### config.mk
export PLATFORM = sky130hd
export DESIGN_NAME = multicycle_controller_flat
export DESIGN_NICKNAME = d
export VERILOG_FILES = /design/src/rtl/multicycle_controller_if.sv /design/src/rtl/multicycle_controller.sv /design/src/flat_wrapper.sv
export SDC_FILE = /design/constraint.sdc
export NUM_CORES = 1
export LEC_CHECK = 0
export ABC_CLOCK_PERIOD_IN_PS = 1800
export BUFFER_PORTS_ARGS = -buffer_cell sky130_fd_sc_hd__buf_2
export CAP_MARGIN = 20
export CORE_MARGIN = 4
export CORE_UTILIZATION = 45
export CTS_CLUSTER_DIAMETER = 150
export DETAILED_ROUTE_END_ITERATION = 8
export PLACE_DENSITY = 0.71
export SLEW_MARGIN = 10
export SYNTH_ARGS = -nofsm -noshare
export SYNTH_HDL_FRONTEND = slang
export SYNTH_SLANG_ARGS = --single-unit
### constraint.sdc
create_clock -name clk -period 1.8 [get_ports clk]
set_input_delay 0.27 -clock clk [delete_from_list [all_inputs] [get_ports clk]]
set_output_delay 0.27 -clock clk [all_outputs]
set_load 0.05 [all_outputs]
### src/rtl/multicycle_controller_if.sv
// Control/handshake bundle between the multicycle controller and its datapath.
interface multicycle_controller_if;
   logic [6:0] opcode;
   logic       branch_taken;
   logic       mem_ready;
   logic       mem_req;
   logic       mem_write;
   logic       mem_addr_sel;
   logic       ir_write;
   logic       pc_write;
   logic       pc_src;
   logic [1:0] alu_src_a;
   logic [1:0] alu_src_b;
   logic [1:0] alu_op;
   logic       reg_write;
   logic [1:0] result_src;
   logic       instr_done;
   logic       trap;
   logic [1:0] trap_cause;
   logic [3:0] state;

   modport master (
      input  opcode, branch_taken, mem_ready,
      output mem_req, mem_write, mem_addr_sel, ir_write, pc_write, pc_src,
             alu_src_a, alu_src_b, alu_op, reg_write, result_src,
             instr_done, trap, trap_cause, state
   );

   modport slave (
      output opcode, branch_taken, mem_ready,
      input  mem_req, mem_write, mem_addr_sel, ir_write, pc_write, pc_src,
             alu_src_a, alu_src_b, alu_op, reg_write, result_src,
             instr_done, trap, trap_cause, state
   );
endinterface

### src/rtl/multicycle_controller.sv
// Sequencing FSM for the multicycle RV32I datapath: fetch, decode, execute,
// memory and writeback, with traps on illegal opcodes and memory timeouts.
module multicycle_controller #(
   parameter int unsigned MEM_TIMEOUT = 16
) (
   input  logic                    clk,
   input  logic                    rst_n,
   multicycle_controller_if.master bus
);
   localparam int unsigned CNT_W = $clog2(MEM_TIMEOUT + 1);

   typedef enum logic [3:0] {
      S_FETCH     = 4'd0,
      S_DECODE    = 4'd1,
      S_MEM_ADDR  = 4'd2,
      S_MEM_READ  = 4'd3,
      S_MEM_WB    = 4'd4,
      S_MEM_WRITE = 4'd5,
      S_EXEC_R    = 4'd6,
      S_EXEC_I    = 4'd7,
      S_ALU_WB    = 4'd8,
      S_BRANCH    = 4'd9,
      S_JAL       = 4'd10,
      S_JALR      = 4'd11,
      S_EXEC_U    = 4'd12,
      S_TRAP      = 4'd15
   } state_t;

   state_t           state_q, state_d;
   logic [1:0]       cause_q, cause_d;
   logic [CNT_W-1:0] cnt_q, cnt_d;

   logic       mem_req_c, mem_write_c, mem_addr_sel_c, ir_write_c;
   logic       pc_write_c, pc_src_c, reg_write_c, instr_done_c, trap_c;
   logic [1:0] alu_src_a_c, alu_src_b_c, alu_op_c, result_src_c;
   logic       timeout_c, is_mem_c;

   assign timeout_c = (cnt_q == CNT_W'(MEM_TIMEOUT));
   assign is_mem_c  = (state_q == S_FETCH) || (state_q == S_MEM_READ) ||
                      (state_q == S_MEM_WRITE);

   // State, trap cause and wait-counter registers.
   always_ff @(posedge clk or negedge rst_n) begin
      if (!rst_n) begin
         state_q <= S_FETCH;
         cause_q <= 2'b00;
         cnt_q   <= '0;
      end else begin
         state_q <= state_d;
         cause_q <= cause_d;
         cnt_q   <= cnt_d;
      end
   end

   // Next state and Moore output decode, qualified by mem_ready/branch_taken.
   always_comb begin
      state_d        = state_q;
      cause_d        = cause_q;
      mem_req_c      = 1'b0;
      mem_write_c    = 1'b0;
      mem_addr_sel_c = 1'b0;
      ir_write_c     = 1'b0;
      pc_write_c     = 1'b0;
      pc_src_c       = 1'b0;
      alu_src_a_c    = 2'b00;
      alu_src_b_c    = 2'b00;
      alu_op_c       = 2'b00;
      reg_write_c    = 1'b0;
      result_src_c   = 2'b00;
      instr_done_c   = 1'b0;
      trap_c         = 1'b0;
      case (state_q)
         S_FETCH: begin
            mem_req_c   = 1'b1;
            alu_src_b_c = 2'b10;
            if (bus.mem_ready) begin
               ir_write_c = 1'b1;
               pc_write_c = 1'b1;
               state_d    = S_DECODE;
            end else if (timeout_c) begin
               state_d = S_TRAP;
               cause_d = 2'b10;
            end
         end
         S_DECODE: begin
            alu_src_a_c = 2'b01;
            alu_src_b_c = 2'b01;
            case (bus.opcode)
               7'b0000011, 7'b0100011: state_d = S_MEM_ADDR;
               7'b0110011:             state_d = S_EXEC_R;
               7'b0010011:             state_d = S_EXEC_I;
               7'b1100011:             state_d = S_BRANCH;
               7'b1101111:             state_d = S_JAL;
               7'b1100111:             state_d = S_JALR;
               7'b0110111, 7'b0010111: state_d = S_EXEC_U;
               default: begin
                  state_d = S_TRAP;
                  cause_d = 2'b01;
               end
            endcase
         end
         S_MEM_ADDR: begin
            alu_src_a_c = 2'b10;
            alu_src_b_c = 2'b01;
            state_d     = bus.opcode[5] ? S_MEM_WRITE : S_MEM_READ;
         end
         S_MEM_READ: begin
            mem_req_c      = 1'b1;
            mem_addr_sel_c = 1'b1;
            if (bus.mem_ready) begin
               state_d = S_MEM_WB;
            end else if (timeout_c) begin
               state_d = S_TRAP;
               cause_d = 2'b10;
            end
         end
         S_MEM_WB: begin
            reg_write_c  = 1'b1;
            result_src_c = 2'b01;
            instr_done_c = 1'b1;
            state_d      = S_FETCH;
         end
         S_MEM_WRITE: begin
            mem_req_c      = 1'b1;
            mem_write_c    = 1'b1;
            mem_addr_sel_c = 1'b1;
            if (bus.mem_ready) begin
               instr_done_c = 1'b1;
               state_d      = S_FETCH;
            end else if (timeout_c) begin
               state_d = S_TRAP;
               cause_d = 2'b10;
            end
         end
         S_EXEC_R: begin
            alu_src_a_c = 2'b10;
            alu_op_c    = 2'b10;
            state_d     = S_ALU_WB;
         end
         S_EXEC_I: begin
            alu_src_a_c = 2'b10;
            alu_src_b_c = 2'b01;
            alu_op_c    = 2'b10;
            state_d     = S_ALU_WB;
         end
         S_EXEC_U: begin
            alu_src_a_c = bus.opcode[5] ? 2'b11 : 2'b01;
            alu_src_b_c = 2'b01;
            state_d     = S_ALU_WB;
         end
         S_ALU_WB: begin
            reg_write_c  = 1'b1;
            instr_done_c = 1'b1;
            state_d      = S_FETCH;
         end
         S_BRANCH: begin
            alu_src_a_c  = 2'b10;
            alu_op_c     = 2'b01;
            pc_src_c     = 1'b1;
            pc_write_c   = bus.branch_taken;
            instr_done_c = 1'b1;
            state_d      = S_FETCH;
         end
         S_JAL, S_JALR: begin
            alu_src_a_c  = (state_q == S_JALR) ? 2'b10 : 2'b01;
            alu_src_b_c  = 2'b01;
            pc_write_c   = 1'b1;
            reg_write_c  = 1'b1;
            result_src_c = 2'b10;
            instr_done_c = 1'b1;
            state_d      = S_FETCH;
         end
         S_TRAP: begin
            trap_c = 1'b1;
         end
         default: begin
            state_d = S_TRAP;
            cause_d = 2'b01;
         end
      endcase
   end

   // Wait counter: counts stalled request cycles, cleared on any state change or ready.
   always_comb begin
      cnt_d = '0;
      if (is_mem_c && !bus.mem_ready && (state_d == state_q)) begin
         cnt_d = cnt_q + CNT_W'(1);
      end
   end

   // Output drive; everything is held low while reset is asserted.
   assign bus.mem_req      = rst_n & mem_req_c;
   assign bus.mem_write    = rst_n & mem_write_c;
   assign bus.mem_addr_sel = rst_n & mem_addr_sel_c;
   assign bus.ir_write     = rst_n & ir_write_c;
   assign bus.pc_write     = rst_n & pc_write_c;
   assign bus.pc_src       = rst_n & pc_src_c;
   assign bus.reg_write    = rst_n & reg_write_c;
   assign bus.instr_done   = rst_n & instr_done_c;
   assign bus.trap         = rst_n & trap_c;
   assign bus.alu_src_a    = rst_n ? alu_src_a_c  : 2'b00;
   assign bus.alu_src_b    = rst_n ? alu_src_b_c  : 2'b00;
   assign bus.alu_op       = rst_n ? alu_op_c     : 2'b00;
   assign bus.result_src   = rst_n ? result_src_c : 2'b00;
   assign bus.trap_cause   = rst_n ? cause_q      : 2'b00;
   assign bus.state        = rst_n ? 4'(state_q)  : 4'd0;
endmodule

### src/flat_wrapper.sv
// flat-port wrapper written by rule: the top's interface ports become plain ports
module multicycle_controller_flat 
#(
   parameter int unsigned MEM_TIMEOUT = 16
)
  (clk, rst_n, bus_opcode, bus_branch_taken, bus_mem_ready, bus_mem_req, bus_mem_write, bus_mem_addr_sel, bus_ir_write, bus_pc_write, bus_pc_src, bus_alu_src_a, bus_alu_src_b, bus_alu_op, bus_reg_write, bus_result_src, bus_instr_done, bus_trap, bus_trap_cause, bus_state);
  multicycle_controller_if bus_i ();
  input  logic clk;
  input  logic rst_n;
  input wire logic [$bits(bus_i.opcode)-1:0] bus_opcode;
  input wire logic [$bits(bus_i.branch_taken)-1:0] bus_branch_taken;
  input wire logic [$bits(bus_i.mem_ready)-1:0] bus_mem_ready;
  output wire logic [$bits(bus_i.mem_req)-1:0] bus_mem_req;
  output wire logic [$bits(bus_i.mem_write)-1:0] bus_mem_write;
  output wire logic [$bits(bus_i.mem_addr_sel)-1:0] bus_mem_addr_sel;
  output wire logic [$bits(bus_i.ir_write)-1:0] bus_ir_write;
  output wire logic [$bits(bus_i.pc_write)-1:0] bus_pc_write;
  output wire logic [$bits(bus_i.pc_src)-1:0] bus_pc_src;
  output wire logic [$bits(bus_i.alu_src_a)-1:0] bus_alu_src_a;
  output wire logic [$bits(bus_i.alu_src_b)-1:0] bus_alu_src_b;
  output wire logic [$bits(bus_i.alu_op)-1:0] bus_alu_op;
  output wire logic [$bits(bus_i.reg_write)-1:0] bus_reg_write;
  output wire logic [$bits(bus_i.result_src)-1:0] bus_result_src;
  output wire logic [$bits(bus_i.instr_done)-1:0] bus_instr_done;
  output wire logic [$bits(bus_i.trap)-1:0] bus_trap;
  output wire logic [$bits(bus_i.trap_cause)-1:0] bus_trap_cause;
  output wire logic [$bits(bus_i.state)-1:0] bus_state;
  assign bus_i.opcode = bus_opcode;
  assign bus_i.branch_taken = bus_branch_taken;
  assign bus_i.mem_ready = bus_mem_ready;
  assign bus_mem_req = bus_i.mem_req;
  assign bus_mem_write = bus_i.mem_write;
  assign bus_mem_addr_sel = bus_i.mem_addr_sel;
  assign bus_ir_write = bus_i.ir_write;
  assign bus_pc_write = bus_i.pc_write;
  assign bus_pc_src = bus_i.pc_src;
  assign bus_alu_src_a = bus_i.alu_src_a;
  assign bus_alu_src_b = bus_i.alu_src_b;
  assign bus_alu_op = bus_i.alu_op;
  assign bus_reg_write = bus_i.reg_write;
  assign bus_result_src = bus_i.result_src;
  assign bus_instr_done = bus_i.instr_done;
  assign bus_trap = bus_i.trap;
  assign bus_trap_cause = bus_i.trap_cause;
  assign bus_state = bus_i.state;
  multicycle_controller #(.MEM_TIMEOUT(MEM_TIMEOUT)) u_core (.clk(clk), .rst_n(rst_n), .bus(bus_i));
endmodule
## Word level (Yosys, flattened, before mapping)

Index checks and enable logic that the tools add are counted.

| operators by class | value |
|---|---|
| divide/modulo/power cells | 0 |
| shift operators | 0 |
| multiplexer cells | 34 |
| bitwise gates (word level) | 10 |
| reductions and logical operators | 20 |
| multipliers | 0 |
| equal/unequal tests | 27 |
| magnitude comparators | 0 |
| add/subtract/negate cells | 1 |

Operators by type and width:

| cell | number |
|---|---|
| $pmux 4 s8 | 1 |
| $pmux 4 s7 | 1 |
| $eq 4x4->1 const B | 6 |
| $eq 7x6->1 const B | 3 |
| $eq 7x7->1 const B | 3 |
| $mux 2 | 10 |
| $mux 4 | 5 |
| $eq 4x3->1 const B | 4 |
| $eq 7x5->1 const B | 2 |
| $pmux 2 s2 | 3 |
| $reduce_or 10->1 | 1 |
| $reduce_or 2->1 | 5 |
| $and 1x1->1 | 9 |
| $reduce_or 9->1 | 1 |
| $eq 4x2->1 const B | 2 |
| $mux 1 | 8 |
| $pmux 2 s4 | 1 |
| $reduce_or 4->1 | 2 |
| $eq 7x2->1 const B | 1 |
| $pmux 2 s3 | 1 |
| $reduce_or 3->1 | 2 |
| $reduce_or 6->1 | 1 |
| $add 5x1->5 const B | 1 |
| $eq 5x5->1 const B | 1 |
| other kinds (15) | 18 |

| word-level totals | value |
|---|---|
| RAM bits | 0 |
| memories kept | 0 |
| word-level logic and storage cells | 95 |
| bits in registers | 11 |
| latch bits | 0 |
| output and inout port bits | 23 |
| memory bits (read-only) | 0 |

## Logic depth before layout (Yosys ltp)

Gate-level depths: netlist of the first run.

| logic depth | value |
|---|---|
| depth after elaboration | 7 |
| gate-level depth with buffers | 6 |
| gate-level depth less buffers | 6 |

## Worst setup path after synthesis of the first run

Ideal clock, no wire load.

| path | value |
|---|---|
| kind | flip-flop to output port |
| start point | register u_core.state_q[3] |
| end point | output bus_mem_req |
| path buffers | 2 |
| data required time | 1.530 ns |
| slack | -0.905 ns |
| stages on the path, launching flop included | 5 |
| arrival | 2.435 ns |
| cells stage by stage | dfrtp_1 clkbuf_1 buf_2 nor3_1 nand2b_1 |

| on the way | value |
|---|---|
| longest elaborated chain between the ends | 4 |

RTL lines:

| what | RTL line | RTL |
|---|---|---|
| from (decl) | multicycle_controller.sv:29 | `state_t state_q, state_d;` |
| from (signal assigned) | multicycle_controller.sv:49 | `state_q <= state_d;` |
| $eq 4x3->1, or another cell as far along | multicycle_controller.sv:72 | `case (state_q)` |
| $reduce_or 3->1 (no source line) (*) | n/a |  |
| $mux 1 (*) | multicycle_controller.sv:72 |  |
| $and 1x1->1 (*) | multicycle_controller.sv:192 | `assign bus.mem_req = rst_n & mem_req_c;` |
| to (decl) | flat_wrapper.sv:13 | `output wire logic [$bits(bus_i.mem_req)-1:0] bus_mem_req;` |

Every way passes the cells marked *; elsewhere a longest branch is shown, timed or not.

## Worst setup path after layout of the first run

| path | value |
|---|---|
| start point | register u_core.state_q[3] |
| end point | output bus_alu_src_a[1] |

| on the way | value |
|---|---|
| longest elaborated chain between the ends | 4 |

RTL lines:

| what | RTL line | RTL |
|---|---|---|
| $eq 4x2->1, or another cell as far along | multicycle_controller.sv:72 |  |
| $reduce_or 4->1 (no source line), or another cell as far along | n/a |  |
| $pmux 2 s4 (*) | multicycle_controller.sv:72 |  |
| $mux 2 (*) | multicycle_controller.sv:201 | `assign bus.alu_src_a = rst_n ? alu_src_a_c : 2'b00;` |
| to (decl) | flat_wrapper.sv:19 | `output wire logic [$bits(bus_i.alu_src_a)-1:0] bus_alu_src_a;` |

Marked as above.

==> results of run 1 <==
through the flow:
stage          instance area, µm²  utilization  setup TNS, ps  cells
3_5_place_dp                 1490        0.649              0    216
5_1_grt                      1880        0.818          -1650    234
6_report                     1880        0.818           -648    234
4_1_cts                      1700        0.741           -122    226
3_3_place_gp                 1490        0.649              0    216
2_1_floorplan                1200            -           -203    146
kinds of logic after synthesis:
| family | after synthesis | synth area share |
|---|---|---|
| AOI/OAI and AO/OA | 34 | 0.234 |
| muxes | 1 | 0.00880 |
| adders and majority gates | 2 | 0.0220 |
| DFF | 11 | 0.242 |
| xor gates and xnor gates | 6 | 0.0462 |
| and+or+nand+nor | 72 | 0.365 |
| buffers and inverters | 20 | 0.0814 |
worst max path at each step:
stage / start / end / cells past startpoint / slack (ps)
2_1_floorplan: u_core.state_q[3] / bus_mem_req / 4 / -140
3_3_place_gp: u_core.state_q[0] / u_core.cnt_q[1] / 5 / 60
3_5_place_dp: u_core.state_q[0] / u_core.cnt_q[1] / 5 / 8
4_1_cts: u_core.state_q[3] / bus_alu_src_a[1] / 6 / -40
5_1_grt: u_core.state_q[3] / bus_alu_src_a[1] / 5 / -180
6_report: u_core.state_q[3] / bus_alu_src_a[1] / 6 / -90
cell usage in the layout, fill, tap and decap left out, types with 2 or more instances in the layout:
| cell | netlist | layout |
|---|---|---|
| sky130_fd_sc_hd__dfrtp_1 | 11 | 7 |
| sky130_fd_sc_hd__a21oi_1 | 4 | 4 |
| sky130_fd_sc_hd__buf_8 | 0 | 4 |
| sky130_fd_sc_hd__nor2b_1 | 7 | 2 |
| sky130_fd_sc_hd__nand3_1 | 5 | 4 |
| sky130_fd_sc_hd__xor2_1 | 3 | 3 |
| sky130_fd_sc_hd__ha_1 | 2 | 2 |
| sky130_fd_sc_hd__dfrtp_2 | 0 | 4 |
| sky130_fd_sc_hd__inv_1 | 10 | 8 |
| sky130_fd_sc_hd__nand2b_1 | 7 | 5 |
| sky130_fd_sc_hd__nor3_1 | 8 | 3 |
| sky130_fd_sc_hd__and2_4 | 0 | 3 |
| sky130_fd_sc_hd__o21ai_0 | 6 | 5 |
| sky130_fd_sc_hd__nor2b_2 | 0 | 3 |
| sky130_fd_sc_hd__a32o_1 | 2 | 2 |
| sky130_fd_sc_hd__o22ai_2 | 0 | 3 |
| sky130_fd_sc_hd__and2_1 | 8 | 4 |
| sky130_fd_sc_hd__nor4bb_1 | 2 | 2 |
| sky130_fd_sc_hd__buf_6 | 1 | 15 |
| sky130_fd_sc_hd__nand2_2 | 0 | 2 |
| sky130_fd_sc_hd__buf_4 | 1 | 28 |
| sky130_fd_sc_hd__nand2_1 | 10 | 8 |
| sky130_fd_sc_hd__xnor2_1 | 3 | 2 |
| sky130_fd_sc_hd__buf_2 | 5 | 17 |
| sky130_fd_sc_hd__clkbuf_4 | 0 | 5 |
| sky130_fd_sc_hd__o211ai_1 | 3 | 3 |
| sky130_fd_sc_hd__nand3b_1 | 3 | 3 |
| sky130_fd_sc_hd__o31ai_1 | 2 | 2 |
| sky130_fd_sc_hd__nor2b_4 | 0 | 2 |
| sky130_fd_sc_hd__nor2_2 | 0 | 2 |
| sky130_fd_sc_hd__nor2_4 | 0 | 3 |
| sky130_fd_sc_hd__nor3_2 | 0 | 4 |
| sky130_fd_sc_hd__nor2_1 | 13 | 8 |
| sky130_fd_sc_hd__inv_2 | 0 | 2 |
layer usage:
metal	up-vias	part of all wire	routed length, µm
met1	679	0.39	1650
met4	0	0.032	133
li1	644	-	-
met2	78	0.50	2090
met5	-	0	0
met3	17	0.075	312
timing repair:
item / in CTS / in global routing
buffers inserted: 7 / 8
pin swaps: 8 / 13
setup endpoints to repair: 19 / 20
resized for setup: 49 / 33
area by class of cell:
| type | instances | area (µm²) | area share |
|---|---|---|---|
| Clock buffer | 3 | 22.5 | 0.0120 |
| Clock inverter | 1 | 5.00 | 0.00266 |
| Inverter | 10 | 37.5 | 0.0200 |
| Multi-Input combinational cell | 115 | 958 | 0.510 |
| Sequential cell | 11 | 280 | 0.149 |
| Tap cell | 28 | 35.0 | 0.0187 |
| Timing Repair Buffer | 66 | 539 | 0.287 |
registers in the layout, summed over array words and instances, names as in the netlist:
name	flops
u_core.cnt_q	5
u_core.state_q	4
u_core.cause_q	2
power groups by stage:
stage / Sequential (mW) / Clock, mW / Combinational [mW]
after floorplan: 0.252 / 0 / 0.0555
after global placement: 0.252 / 0 / 0.0924
after detailed placement: 0.252 / 0 / 0.0953
after CTS: 0.247 / 0.178 / 0.0960
after global routing: 0.247 / 0.190 / 0.107
final: 0.247 / 0.179 / 0.0999
==> results.txt, run 1 <==
Count of distinct cell types in the synthesized netlist -> 47
Final weighted congestion in routability-driven placement -> 0.966
Seq cells post-synth -> 11
Share of total power in combinational logic -> 0.190
Violated checks -> setup timing
Most numerous cell in the Yosys netlist -> sky130_fd_sc_hd__nor2_1
Layout Skew -> 2.23 ps
CTS Buf Count -> 3
Worst reg2reg path endpoint -> u_core.cnt_q[1]
Synth Flop Type -> sky130_fd_sc_hd__dfrtp_1
Clock transition at the registers of the reported paths -> 80 ps
Detailed-routing iteration count for the pre-antenna-repair pass -> 4
Top cell type's share of synthesized area -> 0.242
Cell types with the highest counts after synthesis -> 13 x sky130_fd_sc_hd__nor2_1, 11 x sky130_fd_sc_hd__dfrtp_1, 10 x sky130_fd_sc_hd__inv_1, 10 x sky130_fd_sc_hd__nand2_1
Vias in the first global route -> 1312
Detail Placement HPWL -> 2.51 mm
Net switching power figure -> 165 µW
Highest clock rate -> 0.528 GHz
Die Footprint -> 3400 µm²
Largest driver fanout on the critical path -> 6
Asr flop ratio synth -> 1.00
Setup slack of the most critical reg-to-reg path -> -60 ps
Kind of end point of the critical path -> output port
Register-to-Register Path Depth -> 5
Worst path arrival time -> 1620 ps
Tot GR Track Use -> 0.218
H-Tree Depth -> 1
Number of buffers added on ports -> 33
Fin. Hold Viols -> 0
Largest net degree at the start of global routing -> 16
Cell accounting for the most synthesized area -> sky130_fd_sc_hd__dfrtp_1
Slowest cell on crit path -> sky130_fd_sc_hd__dfrtp_2
Post-Syn Area -> 1140 µm²
TritonCTS clock tree -> done
Total number of vias -> 1418
Number of DRC markers in iteration 0 -> 59
GR Util met3 -> 0.0401
Post-detailed-route DRC marker count -> 0
Setup violators final -> 13
Fraction of final layout cells with drive strength greater than 1 -> 0.558
Syn_area_per_cell -> 7.79 µm²
Synthesized netlist cell count -> 146
Most used routing layer -> met2
Tightest Pin Transition -> 478 ps
Fraction of power consumed by the clock network -> 0.341
Area grow syn2layout -> 65.1%
Met2 Resource Use GR -> 0.370
Std-Cell Rows -> 17
Fraction of power spent switching nets -> 0.314
Via density per instance -> 6.06
Total count of max-transition violations in the final report -> 0
Power density of the placed cells -> 280 nW/µm²
Buffers from clock root to sink, at most -> 2
Cell internal pwr -> 361 µW
Worst path bufs/invs -> 2
Count of boundary I/O pins -> 34
Critical path startpoint category -> register
Overall power -> 526 µW
Unrepaired setup endpoints after global routing -> true
Max capacitance violation total -> 0
Wire per inst -> 17.9 µm
Data required time of the worst path -> 1530 ps
Worst-skew pair later-pin latency -> 280 ps
Static Leakage -> 0.865 nW
Post-placement worst setup slack -> 8.42 ps
Class of the tightest hold or removal check -> input port to async pin
Total wire length -> 4.18 mm
Critical Setup Path Class -> register to output port
Clock period minus final worst setup slack -> 1890 ps
Global routing usage on met1 -> 0.258
Ant. Diodes -> 0
Cell chain of the critical path -> buf_6, nand2_2, o22ai_2, a221oi_2, nor2b_4, buf_8
Number of synthesized flops with an enable pin -> 0
Post-synthesis sequential area ratio -> 0.242
Die Width -> 58.3 µm
Share of the clock period used by the worst path after layout -> 1.05
Sequential cell fraction of total power -> 0.469
Floorplan die height -> 58.3 µm
# nets final -> 220
Post-CTS Hold Fix Bufs -> 0
Initial core utilization -> 0.495
Placeable core region -> 2300 µm²
Maximum VDD drop -> 0.000543 V
CTS Root Cell -> sky130_fd_sc_hd__clkbuf_4
Gate family responsible for the most delay along the worst path -> flip-flops
Remaining global-route overflow -> 0
Hold WS -> 113 ps
Post-route worst setup slack -> -94.2 ps
Sinks on Clock Net -> 11
Worst slew slack as a fraction of its limit -> 0.678
Post-synth net total -> 159
Wire length of the first global-routing pass -> 5.80 mm
Detail Route Antenna Nets -> 0
Cell types with the largest area share after synthesis -> sky130_fd_sc_hd__dfrtp_1 24%, sky130_fd_sc_hd__and2_1 4.4%, sky130_fd_sc_hd__nor2_1 4.3%
Critical R2R Launch -> u_core.state_q[3]
Initial antenna violation count -> 0
Synthesis warning total -> 0
Largest stage delay on the critical path -> 470 ps
Filler cell count in the final layout -> 154
Outcome -> complete, but fails checks
Power figures use the tool's default switching activity.
==> inputs of run 2 (changes only) <==
Settings changed: SKIP_LAST_GASP set to 1, SLEW_MARGIN 10 to 25.
==> results.txt, run 2 (synthesis results as in run 1) <==
Kind of end point of the critical path -> output port
Std-Cell Rows -> 17 (unchanged)
H-Tree Depth -> 1 (unchanged)
Largest driver fanout on the critical path -> 6 (unchanged)
Hold WS -> 122 ps (+8.46 ps)
Tot GR Track Use -> 0.215 (-0.00321)
Max capacitance violation total -> 0 (unchanged)
Area grow syn2layout -> 66.8%
Largest registers in the final layout -> u_core.cnt_q: 5 flops, u_core.state_q: 4 flops, u_core.cause_q: 2 flops
Critical path startpoint category -> register
Class of the tightest hold or removal check -> input port to async pin
Detail Placement HPWL -> 2.51 mm (unchanged)
Worst slew slack as a fraction of its limit -> 0.629 (-0.0485)
Largest net degree at the start of global routing -> 16 (unchanged)
Setup violators final -> 13 (unchanged)
Initial core utilization -> 0.495 (unchanged)
Unrepaired setup endpoints after global routing -> true
Detail Route Antenna Nets -> 0 (unchanged)
Final weighted congestion in routability-driven placement -> 0.966 (unchanged)
Count of boundary I/O pins -> 34 (unchanged)
Ant. Diodes -> 0 (unchanged)
Number of buffers added on ports -> 33 (unchanged)
Flip-flop count of the largest register, all copies and words added -> 5 (unchanged)
Clock transition at the registers of the reported paths -> 80 ps (about the same)
Placeable core region -> 2300 µm² (unchanged)
Wire per inst -> 19.0 µm (+6.4%)
Worst-skew pair later-pin latency -> 280 ps (about the same)
Highest-count cells in the layout ignoring fill and taps -> 26 x sky130_fd_sc_hd__buf_4, 18 x sky130_fd_sc_hd__buf_2, 14 x sky130_fd_sc_hd__buf_6
Fin. Hold Viols -> 0 (unchanged)
Total number of vias -> 1400 (-1.3%)
Static Leakage -> 0.884 nW (+2.2%)
Clock period minus final worst setup slack -> 1970 ps (+73.7 ps)
Wire length of the first global-routing pass -> 5.69 mm (-1.9%)
Post-CTS Hold Fix Bufs -> 0 (unchanged)
Die Footprint -> 3400 µm² (unchanged)
Maximum VDD drop -> 0.000547 V (+0.67%)
Initial antenna violation count -> 0 (unchanged)
Outcome -> complete, but fails checks
Highest clock rate -> 0.508 GHz (-3.7%)
Post-route worst setup slack -> -168 ps (-73.7 ps)
Top reg by flops -> u_core.cnt_q
Total count of max-transition violations in the final report -> 0 (unchanged)
Violated checks -> setup timing
Total wire length -> 4.43 mm (+5.9%)
Sinks on Clock Net -> 11 (unchanged)
Buffers from clock root to sink, at most -> 2 (unchanged)
Tightest Pin Transition -> 550 ps (+72.1 ps)
Detailed-routing iteration count for the pre-antenna-repair pass -> 4 (unchanged)
Floorplan die height -> 58.3 µm (unchanged)
TNS Setup -> -883 ps (-235 ps)
Layout Skew -> 1.70 ps (-0.530 ps)
Vias in the first global route -> 1275 (-2.8%)
Power density of the placed cells -> 279 nW/µm² (-0.46%)
Via density per instance -> 6.01 (-0.85%)
Worst path arrival time -> 1700 ps (+80 ps)
Post-detailed-route DRC marker count -> 0 (unchanged)
Die Width -> 58.3 µm (unchanged)
Commonest non-fill, non-tap cell in the layout -> sky130_fd_sc_hd__buf_4
Critical Setup Path Class -> register to output port
Share of the clock period used by the worst path after layout -> 1.09 (+0.0409)
# nets final -> 219 (-0.45%)
Remaining global-route overflow -> 0 (unchanged)
Data required time of the worst path -> 1530 ps (about the same)
Fraction of final layout cells with drive strength greater than 1 -> 0.551 (-0.00703)
CTS Buf Count -> 3 (unchanged)
CTS Root Cell -> sky130_fd_sc_hd__clkbuf_4
TritonCTS clock tree -> done
Number of DRC markers in iteration 0 -> 64 (+8.5%)
run 2: per-layer routing:
layer | vias up | GRT usage | share of wire
met5 | - | 0 | 0
met4 | 0 | 0.109 | 0.043
met3 | 22 | 0.0334 | 0.071
met2 | 78 | 0.360 | 0.50
met1 | 663 | 0.264 | 0.39
li1 | 637 | - | -
run 2: cell type report:
| cell class | count | area (µm²) |
|---|---|---|
| Clock buffer | 3 | 22.5 |
| Clock inverter | 1 | 5.00 |
| Fill cell | 139 | 400 |
| Inverter | 10 | 37.5 |
| Multi-Input combinational cell | 115 | 991 |
| Sequential cell | 11 | 280 |
| Tap cell | 28 | 35.0 |
| Timing Repair Buffer | 65 | 526 |
run 2: path summary, 6_finish.rpt:
check | endpoint | from | slack [ps] | depth (start not counted)
min in group clk | u_core.state_q[1] | bus_opcode[3] | 330 | 3
min | u_core.state_q[3] | rst_n | 120 | 2
max in group asynchronous | u_core.state_q[2] | rst_n | 1500 | 2
max reg2reg | u_core.cnt_q[2] | u_core.state_q[3] | -110 | 5
max | bus_alu_src_b[0] | u_core.state_q[1] | -170 | 6
min reg2reg | u_core.cause_q[1] | u_core.cause_q[1] | 480 | 1
run 2: critical path, stage by stage, from the launching register on:
cell and delay, ps:
sky130_fd_sc_hd__dfrtp_2 470, sky130_fd_sc_hd__buf_6 160, sky130_fd_sc_hd__nor2_4 180, sky130_fd_sc_hd__mux2i_1 130, sky130_fd_sc_hd__nand2_1 130, sky130_fd_sc_hd__o211a_1 190
sky130_fd_sc_hd__buf_6 160
run 2: where the power goes:
group | switching [mW] | total, mW | internal (mW)
clock | 0.0974 | 0.180 | 0.0825
sequential | 0 | 0.247 | 0.247
combinational | 0.0708 | 0.102 | 0.0312
total | 0.168 | 0.529 | 0.360
run 2: per-stage QoR:
stage | instances | area [µm²] | utilization | setup slack (ps) | total power [mW]
after floorplan | 146 | 1200 | - | -136 | 0.307
after detailed placement | 216 | 1490 | 0.649 | 8.42 | 0.347
after global placement | 216 | 1490 | 0.649 | 64.3 | 0.344
after global routing | 233 | 1900 | 0.826 | -199 | 0.545
final | 233 | 1900 | 0.826 | -168 | 0.529
after CTS | 226 | 1680 | 0.733 | -55.4 | 0.521
run 2: timing repair:
item | 4_1_cts | 5_1_grt
buffers inserted | 7 | 7
setup endpoints to repair | 19 | 20
resized for setup | 42 | 40
pin swaps | 8 | 15
==> inputs of run 3 (changes only) <==
Settings changed: SETUP_SLACK_MARGIN set to 0.4.
==> results.txt, run 3 (synthesis results as in run 1) <==
H-Tree Depth -> 1 (unchanged)
Layout Skew -> 2.00 ps (+0.302 ps)
Largest net degree at the start of global routing -> 11 (-5)
Filler cell count in the final layout -> 83 (-40%)
Number of standard cells in the final layout excluding fillers -> 238 (+2.1%)
Sequential standard cell area -> 280 µm² (unchanged)
Final weighted congestion in routability-driven placement -> 0.882 (-8.7%)
Kind of end point of the critical path -> register
Static Leakage -> 0.972 nW (+9.9%)
Number of DRC markers in iteration 0 -> 84 (+31%)
Commonest non-fill, non-tap cell in the layout -> sky130_fd_sc_hd__buf_4
Max capacitance violation total -> 0 (unchanged)
Fraction of final layout cells with drive strength greater than 1 -> 0.619 (+0.0678)
Remaining global-route overflow -> 0 (unchanged)
Total number of vias -> 1522 (+8.7%)
Global routing usage on met1 -> 0.317 (+0.0533)
GR Util met3 -> 0.0334 (unchanged)
Worst path arrival time -> 2080 ps (+380 ps)
Detailed-routing iteration count for the pre-antenna-repair pass -> 4 (unchanged)
Count of boundary I/O pins -> 34 (unchanged)
Sinks on Clock Net -> 11 (unchanged)
Largest driver fanout on the critical path -> 8 (+2)
Critical Setup Path Class -> register to register
Setup violators final -> 16 (+3)
Clock period minus final worst setup slack -> 1930 ps (-39.4 ps)
Wire length of the first global-routing pass -> 7.23 mm (+27%)
TritonCTS clock tree -> done
Post-detailed-route DRC marker count -> 0 (unchanged)
Number of buffers added on ports -> 33 (unchanged)
Tot GR Track Use -> 0.285 (+0.0699)
Die Footprint -> 3400 µm² (unchanged)
Std-Cell Rows -> 17 (unchanged)
Violated checks -> setup timing
CTS Buf Count -> 3 (unchanged)
Clock transition at the registers of the reported paths -> 70 ps (about the same)
Tightest Pin Transition -> 348 ps (-201 ps)
Initial core utilization -> 0.495 (unchanged)
Total wire length -> 5.35 mm (+21%)
Data required time of the worst path -> 1950 ps (+420 ps)
Class of the tightest hold or removal check -> input port to async pin
Flip-flop count of the largest register, all copies and words added -> 5 (unchanged)
Top reg by flops -> u_core.cnt_q
Final core area utilization -> 0.908 (+0.0828)
Most used routing layer -> met2
Wire per inst -> 22.5 µm (+18%)
Post-placement worst setup slack -> -4.89 ps (-13.3 ps)
Area grow syn2layout -> 83.5%
Outcome -> complete, but fails checks
Critical R2R Launch -> u_core.state_q[1]
Placeable core region -> 2300 µm² (unchanged)
Post-Place Cells -> 217 (+0.46%)
# nets final -> 224 (+2.3%)
Post-route worst setup slack -> -128 ps (+39.4 ps)
Worst-skew pair later-pin latency -> 280 ps (about the same)
Largest registers in the final layout -> u_core.cnt_q: 5 flops, u_core.state_q: 4 flops, u_core.cause_q: 2 flops
Setup slack of the most critical reg-to-reg path -> -130 ps (-20 ps)
Met2 Resource Use GR -> 0.510 (+0.150)
Detail Placement HPWL -> 2.61 mm (+3.8%)
Worst slew slack as a fraction of its limit -> 0.766 (+0.136)
Unrepaired setup endpoints after global routing -> true
Die Width -> 58.3 µm (unchanged)
Buffers from clock root to sink, at most -> 2 (unchanged)
Instance area after placement -> 1570 µm² (+5.3%)
Ant. Diodes -> 0 (unchanged)
CTS Root Cell -> sky130_fd_sc_hd__clkbuf_4
Power density of the placed cells -> 264 nW/µm² (-5.3%)
Critical path startpoint category -> register
Via density per instance -> 6.39 (+6.4%)
Highest-count cells in the layout ignoring fill and taps -> 30 x sky130_fd_sc_hd__buf_4, 20 x sky130_fd_sc_hd__buf_6, 12 x sky130_fd_sc_hd__buf_2
Initial antenna violation count -> 0 (unchanged)
Detail Route Antenna Nets -> 0 (unchanged)
Fin. Hold Viols -> 0 (unchanged)
Final non-filler cell area -> 2090 µm² (+10%)
Vias in the first global route -> 1471 (+15%)
Post-CTS Hold Fix Bufs -> 0 (unchanged)
Highest clock rate -> 0.519 GHz (+2.0%)
Share of the clock period used by the worst path after layout -> 1.07 (-0.0219)
Worst reg2reg path endpoint -> u_core.cnt_q[4]
Overall power -> 551 µW (+4.2%)
Area of the multi-input gates -> 1070 µm² (+8.5%)
Maximum VDD drop -> 0.000412 V (-25%)
Total count of max-transition violations in the final report -> 0 (unchanged)
Register-to-Register Path Depth -> 5 (unchanged)
Floorplan die height -> 58.3 µm (unchanged)
run 3: repair_timing:
item / 4_1_cts / 5_1_grt
buffers inserted: 13 / 3
gates resized for setup: 77 / 28
setup endpoints to repair: 32 / 32
gates cloned: 1 / 0
pin swaps: 15 / 12
run 3: per-layer routing:
metal / up-vias / routed length [µm]
met3: 43 / 607
met5: - / 0
met1: 700 / 1910
li1: 649 / -
met2: 130 / 2430
met4: 0 / 405
run 3: layout make-up:
type	count	area share
well taps	28	0.0168
multi-input cells	115	0.515
inverters	10	0.0192
repair buffers	70	0.302
clock buffers	4	0.0126
flip-flops and latches	11	0.134
run 3: through the flow:
step,setup TNS (ps),hold slack [ps]
floorplan,0,-25.6
global placement,0,365
detailed placement,-4.89,347
CTS,-74.8,90.0
global route,-1570,140
finish,-1160,140
run 3: how the worst max path moves through the flow:
stage / startpoint / to / slack (ps)
after global placement: u_core.state_q[0] / u_core.cnt_q[1] / 80
after global routing: u_core.state_q[3] / bus_alu_src_b[1] / -140
final: u_core.state_q[1] / u_core.cnt_q[4] / -130
after detailed placement: u_core.state_q[1] / bus_alu_src_a[1] / -5
after floorplan: u_core.state_q[1] / bus_mem_req / 20
after CTS: u_core.state_q[0] / bus_pc_write / -20
run 3: where the power goes:
group	total (mW)	leakage (nW)	switching (mW)	internal [mW]
Sequential	0.247	0.126	0	0.247
Clock	0.180	0.0150	0.0940	0.0862
Combinational	0.124	0.831	0.0798	0.0440
run 3: worst max-delay path: stages (launching register included):
cell and delay [ps]:
sky130_fd_sc_hd__dfrtp_2 500, sky130_fd_sc_hd__buf_4 190, sky130_fd_sc_hd__or4b_4 570, sky130_fd_sc_hd__a31o_4 250, sky130_fd_sc_hd__a31oi_4 190, sky130_fd_sc_hd__nor3_1 100
